## src/rtl/register_file.sv

```systemverilog
// register_file: parameterised multi-port register file with two registered
// read ports, one write port, and a clear sweep that zeroes every register
// one index per cycle after reset or a clear request.
module register_file #(
  parameter int DATA_WIDTH = 32,
  parameter int ADDR_WIDTH = 5,
  parameter int ZERO_REG   = 1,
  parameter int BYPASS     = 1
) (
  input  logic                  clk,
  input  logic                  reset,
  input  logic                  clear,
  output logic                  ready,
  input  logic [ADDR_WIDTH-1:0] rs1Num,
  output logic [DATA_WIDTH-1:0] rs1Data,
  input  logic [ADDR_WIDTH-1:0] rs2Num,
  output logic [DATA_WIDTH-1:0] rs2Data,
  input  logic [ADDR_WIDTH-1:0] rdNum,
  input  logic [DATA_WIDTH-1:0] rdData,
  input  logic                  writeEnable
);

  localparam int NUM_REGS = 1 << ADDR_WIDTH;
  // Index of the final register in a sweep; the counter carries one extra bit
  // so reaching it never aliases back to index 0.
  localparam logic [ADDR_WIDTH:0] LAST_IDX = {1'b0, {ADDR_WIDTH{1'b1}}};

  typedef enum logic {
    CLEAR = 1'b0,
    RUN   = 1'b1
  } state_e;

  state_e                state_q, state_d;
  logic [ADDR_WIDTH:0]   cnt_q, cnt_d;
  logic [DATA_WIDTH-1:0] regs_q [NUM_REGS];
  logic [DATA_WIDTH-1:0] rs1Data_q, rs1Data_d;
  logic [DATA_WIDTH-1:0] rs2Data_q, rs2Data_d;
  logic                  wrEn;
  logic [ADDR_WIDTH-1:0] wrIdx;
  logic [DATA_WIDTH-1:0] wrVal;
  logic                  writeCommit;
  wire  [DATA_WIDTH-1:0] regWire [NUM_REGS];

  // Each register gets its own named wire so it can be probed in simulation.
  for (genvar g = 0; g < NUM_REGS; g++) begin : gen_reg_view
    wire [DATA_WIDTH-1:0] value = regs_q[g];
    assign regWire[g] = value;
  end

  // A RUN-state write only lands if no clear accompanies it and it does not
  // target a hardwired zero register.
  assign writeCommit = writeEnable && !clear &&
                       !((ZERO_REG != 0) && (rdNum == '0));

  assign ready   = (state_q == RUN);
  assign rs1Data = rs1Data_q;
  assign rs2Data = rs2Data_q;

  // Read-port value: zero register first, then same-cycle forwarding, then array.
  function automatic logic [DATA_WIDTH-1:0] readPort(
    input logic [ADDR_WIDTH-1:0] num,
    input logic                  commit,
    input logic [ADDR_WIDTH-1:0] wIdx,
    input logic [DATA_WIDTH-1:0] wData,
    input logic [DATA_WIDTH-1:0] stored
  );
    logic [DATA_WIDTH-1:0] result;
    if ((ZERO_REG != 0) && (num == '0)) begin
      result = '0;
    end else if ((BYPASS != 0) && commit && (num == wIdx)) begin
      result = wData;
    end else begin
      result = stored;
    end
    return result;
  endfunction

  // Next-state logic: sweep control, write-port steering and read-data selection.
  always_comb begin
    state_d   = state_q;
    cnt_d     = cnt_q;
    wrEn      = 1'b0;
    wrIdx     = rdNum;
    wrVal     = rdData;
    rs1Data_d = '0;
    rs2Data_d = '0;
    unique case (state_q)
      CLEAR: begin
        wrEn  = 1'b1;
        wrIdx = cnt_q[ADDR_WIDTH-1:0];
        wrVal = '0;
        cnt_d = cnt_q + 1'b1;
        if (cnt_q == LAST_IDX) begin
          state_d = RUN;
        end
      end
      RUN: begin
        if (clear) begin
          state_d = CLEAR;
          cnt_d   = '0;
        end
        wrEn      = writeCommit;
        rs1Data_d = readPort(rs1Num, writeCommit, rdNum, rdData, regWire[rs1Num]);
        rs2Data_d = readPort(rs2Num, writeCommit, rdNum, rdData, regWire[rs2Num]);
      end
      default: begin
        state_d = CLEAR;
        cnt_d   = '0;
      end
    endcase
  end

  // State, sweep counter and registered read data; reset restarts the sweep.
  always_ff @(posedge clk) begin
    if (reset) begin
      state_q   <= CLEAR;
      cnt_q     <= '0;
      rs1Data_q <= '0;
      rs2Data_q <= '0;
    end else begin
      state_q   <= state_d;
      cnt_q     <= cnt_d;
      rs1Data_q <= rs1Data_d;
      rs2Data_q <= rs2Data_d;
    end
  end

  // Register array: contents survive reset and change only through the write port.
  always_ff @(posedge clk) begin
    if (!reset && wrEn) begin
      regs_q[wrIdx] <= wrVal;
    end
  end

endmodule

```

## config.mk

```make
export PLATFORM = sky130hd
export DESIGN_NAME = register_file
export DESIGN_NICKNAME = d
export VERILOG_FILES = /design/src/rtl/register_file.sv
export SDC_FILE = /design/constraint.sdc
export NUM_CORES = 1
export LEC_CHECK = 0
export CORE_MARGIN = 2
export CORE_UTILIZATION = 23
export DETAILED_ROUTE_END_ITERATION = 10
export HOLD_SLACK_MARGIN = 0.1
export SYNTH_ARGS = -nofsm -noshare
export SYNTH_HDL_FRONTEND = slang
export SYNTH_SLANG_ARGS = --single-unit
```

## constraint.sdc

```tcl
create_clock -name clk -period 4 [get_ports clk]
set_clock_uncertainty 0.1 [all_clocks]
set_input_delay 0.6 -clock clk [delete_from_list [all_inputs] [get_ports clk]]
set_output_delay 0.6 -clock clk [all_outputs]
set_load 0.1 [all_outputs]
```

==> Word-level counts from Yosys, hierarchy flattened <==
Memory sizes are Yosys's and may differ from the RTL's.
Cells that the tools add are included.
{ "op_classes": {"order_cmp": 2, "add_sub_neg": 1, "n_mux": 18, "bitwise_logic": 3, "n_eq_ne": 4, "n_reduce_logical": 13} }
{ "ops": {"columns": ["op", "n"], "rows": [
  ["$bmux 32 s5", 2],
  ["$mux 32", 7],
  ["$logic_not 5->1", 3],
  ["$ge 6x6->1 const B", 2],
  ["$not 5->6", 2],
  ["$pmux 6 s2", 1],
  ["$eq 5x5->1", 2],
  ["$add 6x1->6 const B", 1],
  ["$eq 6x5->1 const B", 1],
  ["$mux 6", 1],
  ["$reduce_or 3->1", 2],
  ["$logic_and 1x1->1", 5],
  ["$mux 5", 1],
  ["$mux 1", 4],
  ["$pmux 1 s2", 2],
  ["$logic_not 1->1", 3],
  ["$ne 2x2->1 const B", 1],
  ["$not 1->1", 1]
]} }
{ "word_totals": {"ram_bits": 1024, "inputBits": 51, "wordCells": 46, "mem_count": 1, "output_inout_bits": 65, "reg_bits": 71} }
{ "mem_list": {"columns": ["name", "depth", "width", "read_ports", "rd_clocked_by_memory_dff", "wr", "line", "rtl"], "rows": [
  ["regs_q", 32, 32, 32, 0, 1, "35", "logic [DATA_WIDTH-1:0] regs_q [NUM_REGS];"]
]} }

==> Depth between registers and ports, before layout <==
Gate-level depths: netlist (run 1).
{ "logic_depth": {"word_depth": 7, "ltp_mapped": 9, "mapped_depth_nobuf": 5} }

==> Worst setup path before layout (run 1) <==
Ideal clock, no wire load.
{ "synth_path": {"path_type": "register to register", "from": "register state_q, in the netlist ready", "to": "memory regs_q[16][0], enable pin", "slack_ns": 0.254, "n_path_buf": 1, "period_less_slack_ns": 3.746, "stages_incl_launch_ff": 5, "arrival_time_ns": 3.224, "path_cell_list": "dfxtp_1 > clkbuf_1 > mux2i_1 > nand2_1 > nor2_1"} }
{ "synth_via": {"elab_chain_len": 5, "elab_cells_between_ends": 6, "cone_classes": "mux (4); bitwise (1); reduce/logical (1)"} }
{ "synth_lines": {"columns": ["item", "line", "rtl"], "rows": [
  ["start, declared", "33", "state_e state_q, state_d;"],
  ["start signal, assigned", "121", "state_q <= state_d;"],
  ["$not 1->1", null, null],
  ["$pmux 1 s2", "87", "unique case (state_q)"],
  ["$logic_and 1x1->1", "130", "if (!reset && wrEn) begin"],
  ["$mux 1", "130", null],
  ["$mux 1 (implied by the code)", "131", "regs_q[wrIdx] <= wrVal;"],
  ["end, declared", "35", null]
]} }
Parallel ways exist; a longest one is shown, timed or not.

==> Worst setup path after layout (run 1) <==
{ "layout_path": {"from": "register rs2Data_q[15], in the netlist rs2Data[15]", "to": "output port rs2Data[15]"} }
{ "layout_rtl": {"columns": ["item", "line", "rtl"], "rows": [
  ["start, declared", "37", "logic [DATA_WIDTH-1:0] rs2Data_q, rs2Data_d;"],
  ["start signal, assigned", "124", "rs2Data_q <= rs2Data_d;"],
  ["end, declared", "17", "output logic [DATA_WIDTH-1:0] rs2Data,"]
]} }
No word-level cell between the ends.

==> metrics.yaml, run 1 <==
run_status:
  status: "finished clean"
placement:
  hpwlAfterDp_um: 113000
  gp_congestion: 0.849
  port_buffers: 115
synth:
  yosys_warnings: 0
  synth_ff_type: "edfxtp_1"
  async_reset_ff_share_pct: 0
  synth_nets: 2922
  synth_edf_count: 1024
  synthDistinctLibCells: 52
  syn_avg_cell_area_um2: 17.4
  yosysSeqAreaShare_pct: 64.4
  ys_ff_latch: 1095
  netlist_instances: 2870
  netlist_area_um2: 50000
route:
  dr.first_iter.drc_count: 3709
  viasPerCell: 5.17
  dr.pass1.iters: 5
  vias: 31138
  wl_um: 175000
  wl_per_cell_um: 29.0
  remaining_drc_errors: 0
  postRouteAntennaNets: 0
flow_run:
  maxCapViolCount: 0
timing:
  fmax_mhz: 315
  setup_tns_ns: 0
  finalMaxSlewViolations: 0
  period_needed_ns: 3.17
  setup_viol: 0
  worst_slew_pin_slew_ns: 1.31
  finalCritPeriodShare_pct: 79.2
  rsz0062_at_grt: "no"
  max-slew-margin-rel_pct: 12.5
  hold_viol: 0
clock_tree:
  cts_tree: "yes"
  cts_hold_buf: 0
  cts_buffer_depth: 3
  clock-root-buffer: "clkbuf_16"
  path_clk_slew_ns: 0.07
  cts-htree-levels: 3
  cts_sinks: 1095
  numCtsBuffers: 114
  post_cts_buffers: 0
  cts_resized: 0
  clk_latency_ns: 0.74
global_routing:
  grt.overflow.total: 0
  grt_usage_pct: 15.3
  grt_pass1_wl_um: 245000
  grt_max_degree: 72
  antenna_found_initial: 12
  grt_pass1_vias: 31271
die:
  boundaryPins: 116
  dieArea_um2: 221000
  rows: 171
  core_area_um2: 217000
  start_util_pct: 23.1
  fp.dieH_um: 470
  die_w_um: 470
critical_path:
  cp.arrival_ns: 2.47
  worstPathCellList: "clkdlybuf4s50_1"
  path_max_fanout: 1
  cp_top_family: "buffers and inverters"
  worst_path_max_delay_cell: "clkdlybuf4s50_1"
  critPathRequiredTime_ns: 3.30
  setup.worst_path.end_class: "output port"
  slowest_delay_ns: 1.21
  crit_buf_inv: 1
  startpoint_type: "flip-flop"
  crit_type: "flip-flop to output port"
power_and_ir_drop:
  pwr-share-seq_pct: 48.4
  ir_worst_vdd_uv: 380
  power.leakage_nw: 18.8
  p_per_area_nw_per_um2: 427
  p_clk_share_pct: 44.4
  p_sw_share_pct: 22.6
  p_comb_share_pct: 7.2
  power.internal_mw: 19.9
  p_switching_mw: 5.81
cells_and_area:
  syn_to_final_growth_pct: 20.3
  layout_common_cells: "1,024 x edfxtp_1, 376 x mux2i_1, 325 x mux4_2"
  final_common_cell: "edfxtp_1"
  final_nets: 3120
  final_core_util_pct: 27.8
  drive_above_1_share_pct: 25.4
min_path:
  holdCritPathClass: "flip-flop to flip-flop"
## metal layers
metal | up-vias | GRT usage [%] | wire length (um)
met5 | - | 0 | 13
met4 | 2 | 5.98 | 7330
met3 | 357 | 2.72 | 15100
met2 | 1757 | 25.5 | 84800
met1 | 16494 | 19.7 | 67700
li1 | 12528 | - | -
## synthesized netlist by cell type (2+ instances only)
master / count / area share, %
o221ai_1: 32 / 0.56
mux4_2: 325 / 15
a221oi_1: 128 / 2.2
nor2_1: 117 / 0.88
edfxtp_1: 1024 / 62
inv_1: 7 / 0.053
nand3b_1: 4 / 0.060
or2_2: 2 / 0.025
buf_6: 3 / 0.068
o22ai_1: 61 / 0.76
or3b_2: 2 / 0.035
dfxtp_1: 71 / 2.8
buf_2: 84 / 0.84
a311oi_1: 2 / 0.035
nand3_1: 16 / 0.16
and2_1: 32 / 0.40
a22oi_1: 73 / 1.1
xnor2_1: 10 / 0.18
o21ai_0: 4 / 0.040
a32o_1: 32 / 0.64
nand2_1: 95 / 0.71
o211ai_1: 5 / 0.075
a21oi_1: 72 / 0.72
buf_1: 18 / 0.14
o21bai_1: 33 / 0.50
a31oi_1: 3 / 0.038
a211oi_1: 18 / 0.27
mux2_2: 28 / 0.63
nor2b_1: 8 / 0.10
buf_4: 22 / 0.33
clkbuf_1: 107 / 0.80
mux2i_1: 376 / 7.5
a221o_1: 32 / 0.64
nand2b_1: 6 / 0.075
## power by group through the flow
stage | registers, mW | logic [mW] | clock network, mW
final | 12.4 | 1.85 | 11.4
after detailed placement | 12.7 | 1.84 | 0
after floorplan | 12.7 | 1.11 | 0
after global placement | 12.7 | 1.83 | 0
after CTS | 12.4 | 1.84 | 11.5
after global routing | 12.4 | 1.92 | 12.0
## worst paths after layout
| kind | to | slack [ns] | start | cells after the start |
|---|---|---|---|---|
| worst min register to register | cnt_q[5] | 0.41 | cnt_q[5] | 1 |
| worst max-delay path | rs2Data[15] | 0.83 | rs2Data[15] | 1 |
| worst min-delay path | cnt_q[5] | 0.41 | cnt_q[5] | 1 |
| worst max register to register | regs_q[31][23] | 1.14 | ready | 5 |
## sequential cells by signal, summed over array words and instances, names as in the netlist
signal and flops:
ready 1, rs1Data 32, regs_q 1024, cnt_q 6
rs2Data 32
## logic make-up (layout without fill, tap and decap cells)
| family | after synthesis | after routing | synth area share (%) |
|---|---|---|---|
| AOI/OAI and AO/OA | 504 | 504 | 7.83 |
| xor gates and xnor gates | 10 | 10 | 0.175 |
| adders and majority gates | 1 | 1 | 0.0250 |
| buffers and inverters | 242 | 541 | 2.24 |
| DFF | 1095 | 1095 | 64.4 |
| muxes | 729 | 729 | 22.8 |
| other | 0 | 2 | 0 |
| and+or+nand+nor | 289 | 289 | 2.57 |
## final cells by class
class | count | area (um2)
fillers | 21574 | 156000
flip-flops and latches | 1095 | 32200
multi-input cells | 1533 | 17000
well taps | 2854 | 3570
repair buffers | 316 | 3350
clock buffers | 139 | 3080
clock inverters | 78 | 938
inverters | 8 | 31.3
diodes | 2 | 5.00
## per-stage QoR
stage | power (mW) | std cells | setup slack, ns | cell area (um2) | hold slack (ns)
floorplan | 13.8 | 2870 | 0.254 | 50000 | 0.349
global placement | 14.5 | 5806 | 0.574 | 56100 | 0.384
detailed placement | 14.5 | 5806 | 0.596 | 56100 | 0.388
CTS | 25.8 | 6023 | 0.696 | 60200 | 0.402
global route | 26.3 | 6023 | 0.716 | 60200 | 0.444
finish | 25.7 | 6025 | 0.830 | 60200 | 0.414
No activity file was read; power rests on OpenSTA's default activity.
==> inputs of run 2 (changes only) <==
==> constraint.sdc (replaced) <==
create_clock -name clk -period 2.95 [get_ports clk]
set_clock_uncertainty 0.1 [all_clocks]
set_input_delay 0.4425 -clock clk [delete_from_list [all_inputs] [get_ports clk]]
set_output_delay 0.4425 -clock clk [all_outputs]
set_load 0.1 [all_outputs]
==> metrics.yaml, run 2 (same netlist as run 1, synthesis figures left out) <==
cells_and_area:
  fin_cells: 6083
  fill_cells: 21474
  stdcell_area_um2: 60900
  regMostFlops: "regs_q"
  syn_to_final_growth_pct: 21.9
  final_nets: 3189
  largest_register_ffs: 1024
  final_common_cell: "edfxtp_1"
  layout_common_cells: "1,024 x edfxtp_1, 376 x mux2i_1, 325 x mux4_2"
  drive_above_1_share_pct: 28.6
critical_path:
  cp.arrival_ns: 3.30
  crit_start: "ready"
  path_max_fanout: 19
  path_common_cell: "buf_4"
  setup.worst_path.end_class: "flip-flop"
  slowest_delay_ns: 0.56
  crit_type: "flip-flop to flip-flop"
  critPathRequiredTime_ns: 3.50
  worstPathCellList: "nor2b_2 -> o31ai_1 -> buf_4 -> nor4_4 -> buf_4 -> a32o_1"
  worst_path_max_delay_cell: "nor2b_2"
  startpoint_type: "flip-flop"
  crit-reg2reg-launch: "ready"
power_and_ir_drop:
  p_clk_share_pct: 42.8
  p_per_area_nw_per_um2: 558
  power.leakage_nw: 19.4
  ir_worst_vdd_uv: 440
  p_switching_mw: 7.62
  p_comb_share_pct: 7.6
  p_sw_share_pct: 22.4
  pwr-share-seq_pct: 49.6
  power.internal_mw: 26.4
die:
  dieArea_um2: 221000
  start_util_pct: 23.1
  rows: 171
  fp.dieH_um: 470
  die_w_um: 470
  boundaryPins: 116
  core_area_um2: 217000
placement:
  hpwlAfterDp_um: 111000
  dp_cells: 5881
  port_buffers: 115
  place_area_um2: 57200
  gp_congestion: 0.823
clock_tree:
  cts_resized: 1
  cts-htree-levels: 3
  clock-root-buffer: "clkbuf_16"
  path_clk_slew_ns: 0.06
  cts_buffer_depth: 3
  cts_hold_buf: 0
  numCtsBuffers: 108
  cts_sinks: 1095
  cts_tree: "yes"
  clk_latency_ns: 0.72
  post_cts_buffers: 0
global_routing:
  grt_pass1_vias: 31772
  grt_usage_pct: 15.6
  grt_max_degree: 66
  grt.overflow.total: 0
  grt_pass1_wl_um: 248000
  gr-max-usage-layer: "met2"
  grtUsageMet3_pct: 2.26
  grtUsageMet1_pct: 19.3
  grt_util_met2_pct: 26.3
  antenna_found_initial: 5
flow_run:
  maxCapViolCount: 0
route:
  vias: 31440
  wl_um: 177000
  viasPerCell: 5.17
  dr.first_iter.drc_count: 3761
  wl_per_cell_um: 29.2
  dr.pass1.iters: 5
  postRouteAntennaNets: 0
  remaining_drc_errors: 0
timing:
  finalCritPeriodShare_pct: 93.2
  worst_slew_pin_slew_ns: 1.41
  max-slew-margin-rel_pct: 5.98
  period_needed_ns: 2.75
  hold_viol: 0
  fmax_mhz: 364
  finalMaxSlewViolations: 0
  setup_viol: 0
  hold_slack_ns: 0.169
  rsz0062_at_grt: "no"
min_path:
  min-delay-start: "rs1Num[2]"
  holdCritPathClass: "input port to flip-flop"
run_status:
  status: "finished clean"
## run 2: layout make-up
type,instances,area [um2],area share (%)
diodes,1,2.50,0.00411
clock buffers,125,2820,4.62
clock inverters,76,867,1.42
inverters,8,31.3,0.0513
multi-input cells,1533,17000,27.9
flip-flops and latches,1095,32200,52.8
well taps,2854,3570,5.86
repair buffers,391,4450,7.30
## run 2: path summary, 6_finish.rpt
path                      end  slack (ns)  cells after the start
hold reg to reg      cnt_q[5]        0.41                      1
hold / removal    rs1Data[21]        0.17                      4
setup reg to reg   rs1Data[6]        0.20                      6
setup / recovery   rs1Data[6]        0.20                      6
## run 2: power by group through the flow
stage	combinational, mW	sequential [mW]	clock, mW
final	2.57	16.9	14.6
after global placement	2.55	17.2	0
after global routing	2.68	16.9	15.3
after CTS	2.56	16.9	14.7
after detailed placement	2.56	17.2	0
after floorplan	1.52	17.2	0
## run 2: through the flow
| step | setup TNS (ns) | total power [mW] | worst slack [ns] | utilization (%) |
|---|---|---|---|---|
| 6_report | 0 | 34.0 | 0.199 | 28.1 |
| 5_1_grt | 0 | 34.8 | 0.272 | 28.1 |
| 4_1_cts | 0 | 34.2 | 0.318 | 28.1 |
| 3_5_place_dp | -20.84 | 19.8 | -0.661 | 26.4 |
| 3_3_place_gp | -19.67 | 19.8 | -0.614 | 26.4 |
| 2_1_floorplan | -216.27 | 18.7 | -0.321 | - |
## run 2: worst max-delay path: cells and delay by family, from the launching register on
| kind | cells | cell delay (ns) |
|---|---|---|
| buffers and inverters | 2 | 0.67 |
| AO/OA/AOI/OAI | 2 | 0.62 |
| flip-flops | 1 | 0.47 |
| AND/OR/NAND/NOR | 2 | 0.81 |
## run 2: layer usage
metal,vias to the layer above,wire (um)
met4,2,9730
met1,16669,66700
met3,385,13600
met5,-,7
met2,1721,87300
li1,12663,-
==> edit: new RTL, config.mk and constraints of run 1 <==
`rs2Data_q` no longer has a reset.
--- a/src/rtl/register_file.sv
+++ b/src/rtl/register_file.sv
@@ -117,11 +117,13 @@
       cnt_q     <= '0;
       rs1Data_q <= '0;
-      rs2Data_q <= '0;
     end else begin
       state_q   <= state_d;
       cnt_q     <= cnt_d;
       rs1Data_q <= rs1Data_d;
-      rs2Data_q <= rs2Data_d;
     end
+  end
+
+  always_ff @(posedge clk) begin
+    rs2Data_q <= rs2Data_d;
   end
 
Check against the original RTL: same outputs for any inputs over 4 cycles, from zero or initial values and one cycle with reset high; that may be too few to reach the edited logic, so the function may still have changed.
==> edit against run 1 <==
Sequential share of layout area increased by 0.69 points; critical path type unchanged; final cell count decreased by 2.3%; synthesized area decreased by 0.46%; highest routed layer unchanged; routed wire length decreased by 1.6%; sequential cell count unchanged; power decreased by 5.4%; setup slack got worse by 0.073 ns; final area decreased by 1.3%; first-iteration DRC count decreased by 3.9%.
==> edit: results (changes against run 1) <==
{| class="wikitable"
! Metric !! Value
|-
| Result of the run || completed
|-
| Gate power share || 7.7% (+0.5 points)
|-
| Vias per cell || 5.15 (-0.42%)
|-
| Via count of the first global-routing pass || 30580 (-2.2%)
|-
| Placement Setup Slack || 0.220 ns (-0.376 ns)
|-
| GR met2 Demand/Resource || 26.9% (+1.4 points)
|-
| CP Max Fanout || 38 (+37)
|-
| Multi-input combinational cell count || 1438 (-6.2%)
|-
| Met3 demand-to-capacity share in global routing || 1.98% (-0.74 points)
|-
| Proportion of layout cells with a drive suffix above 1 || 26.5% (+1.1 points)
|-
| Met1 Usage GRT || 17.7% (-2.0 points)
|-
| Number of instances in the placed design || 5684 (-2.1%)
|-
| Met2 Wirelength || 88.0 mm (+3.8%)
|-
| Half-perimeter wire length after detailed placement || 107 mm (-5.0%)
|-
| Switching power as a share of total power || 22.9% (+0.36 points)
|-
| Post-DR wirelength/cell || 29.2 um (+0.76%)
|-
| Capture point of the worst reg-to-reg path || regs_q[21][28]
|-
| Gr usage total || 15.2% (-0.061 points)
|-
| Number of antenna violations at the first check in global routing || 6 (-6)
|-
| Number of instances in the synthesized netlist || 2763 (-3.7%)
|-
| Multiplexer area fraction after synthesis || 23.1% (+0.27 points)
|-
| Compound-gate portion of the synthesized area || 7.30% (-0.53 points)
|-
| Sequential cell area fraction in the yosys report || 64.7% (+0.30 points)
|-
| Layout inverter count without the clock tree || 3 (-5)
|-
| Achievable clock frequency || 308 MHz (-2.3%)
|-
| Crit path to || ready
|-
| Commonest cells post-synth || edfxtp_1, mux4_2, mux2i_1
|-
| Total Wirelength || 172 mm (-1.6%)
|-
| Worst voltage drop across the vdd grid || 0.359 mV (-5.7%)
|-
| Die outline area || 220000 um^2 (-0.46%)
|-
| Number of buffers inserted during clock tree synthesis || 105 (-7.9%)
|-
| Detail Route met3 WL || 11.7 mm (-22%)
|-
| Relative slew slack || 15.7% (+3.3 points)
|-
| Met1 WL || 61.3 mm (-9.3%)
|-
| GP Congestion || 0.856 (+0.85%)
|-
| Net count, final || 3005 (-3.7%)
|-
| Post-Synth Adder-Cell Area || 0.0251% (+0.00012 points)
|-
| Signal buffers || 310 (-1.9%)
|-
| Area occupied by multi-input gates || 16800 um^2 (-1.0%)
|-
| Biggest area contributors in the synthesized netlist || edfxtp_1, mux4_2, mux2i_1
|-
| Fill cell instance count of the final layout || 21264 (-1.4%)
|-
| Seq area share || 54.2% (+0.69 points)
|-
| Reg2reg setup slack || 0.89 ns (-0.25 ns)
|-
| Largest stage delay on the critical path || 0.81 ns (-0.40 ns)
|-
| Number of clock buffers in the layout || 141 (+1.4%)
|-
| Share of the synthesized netlist area taken by xor and xnor gates || 0.176% (+0.00081 points)
|}
edit: cell count changes in the layout (fill, tap and decap cells not counted), moves of 28 or more:
cell / delta
mux2i_1: -100
a221oi_1: -64
o21ai_0: +50
mux4_2: +47
a22oi_1: +44
o21bai_1: -33
o22ai_1: -30
nor2_1: -28
edit: worst min-delay path by stage:
stage                from           to  slack [ns]  depth (start not counted)
6_report         cnt_q[0]     cnt_q[0]        0.45                          1
3_5_place_dp     cnt_q[5]     cnt_q[5]        0.44                          2
2_1_floorplan    cnt_q[0]     cnt_q[0]        0.38                          1
4_1_cts        rdData[29]  rs1Data[29]        0.43                          2
5_1_grt        rdData[29]  rs1Data[29]        0.47                          2
3_3_place_gp     cnt_q[5]     cnt_q[5]        0.41                          2
edit: logic make-up after synthesis:
group           Yosys count
buf+inv                 230
xor+xnor                 10
flops                  1095
simple gates            278
fa+ha+maj                 1
mux                     670
compound gates          479
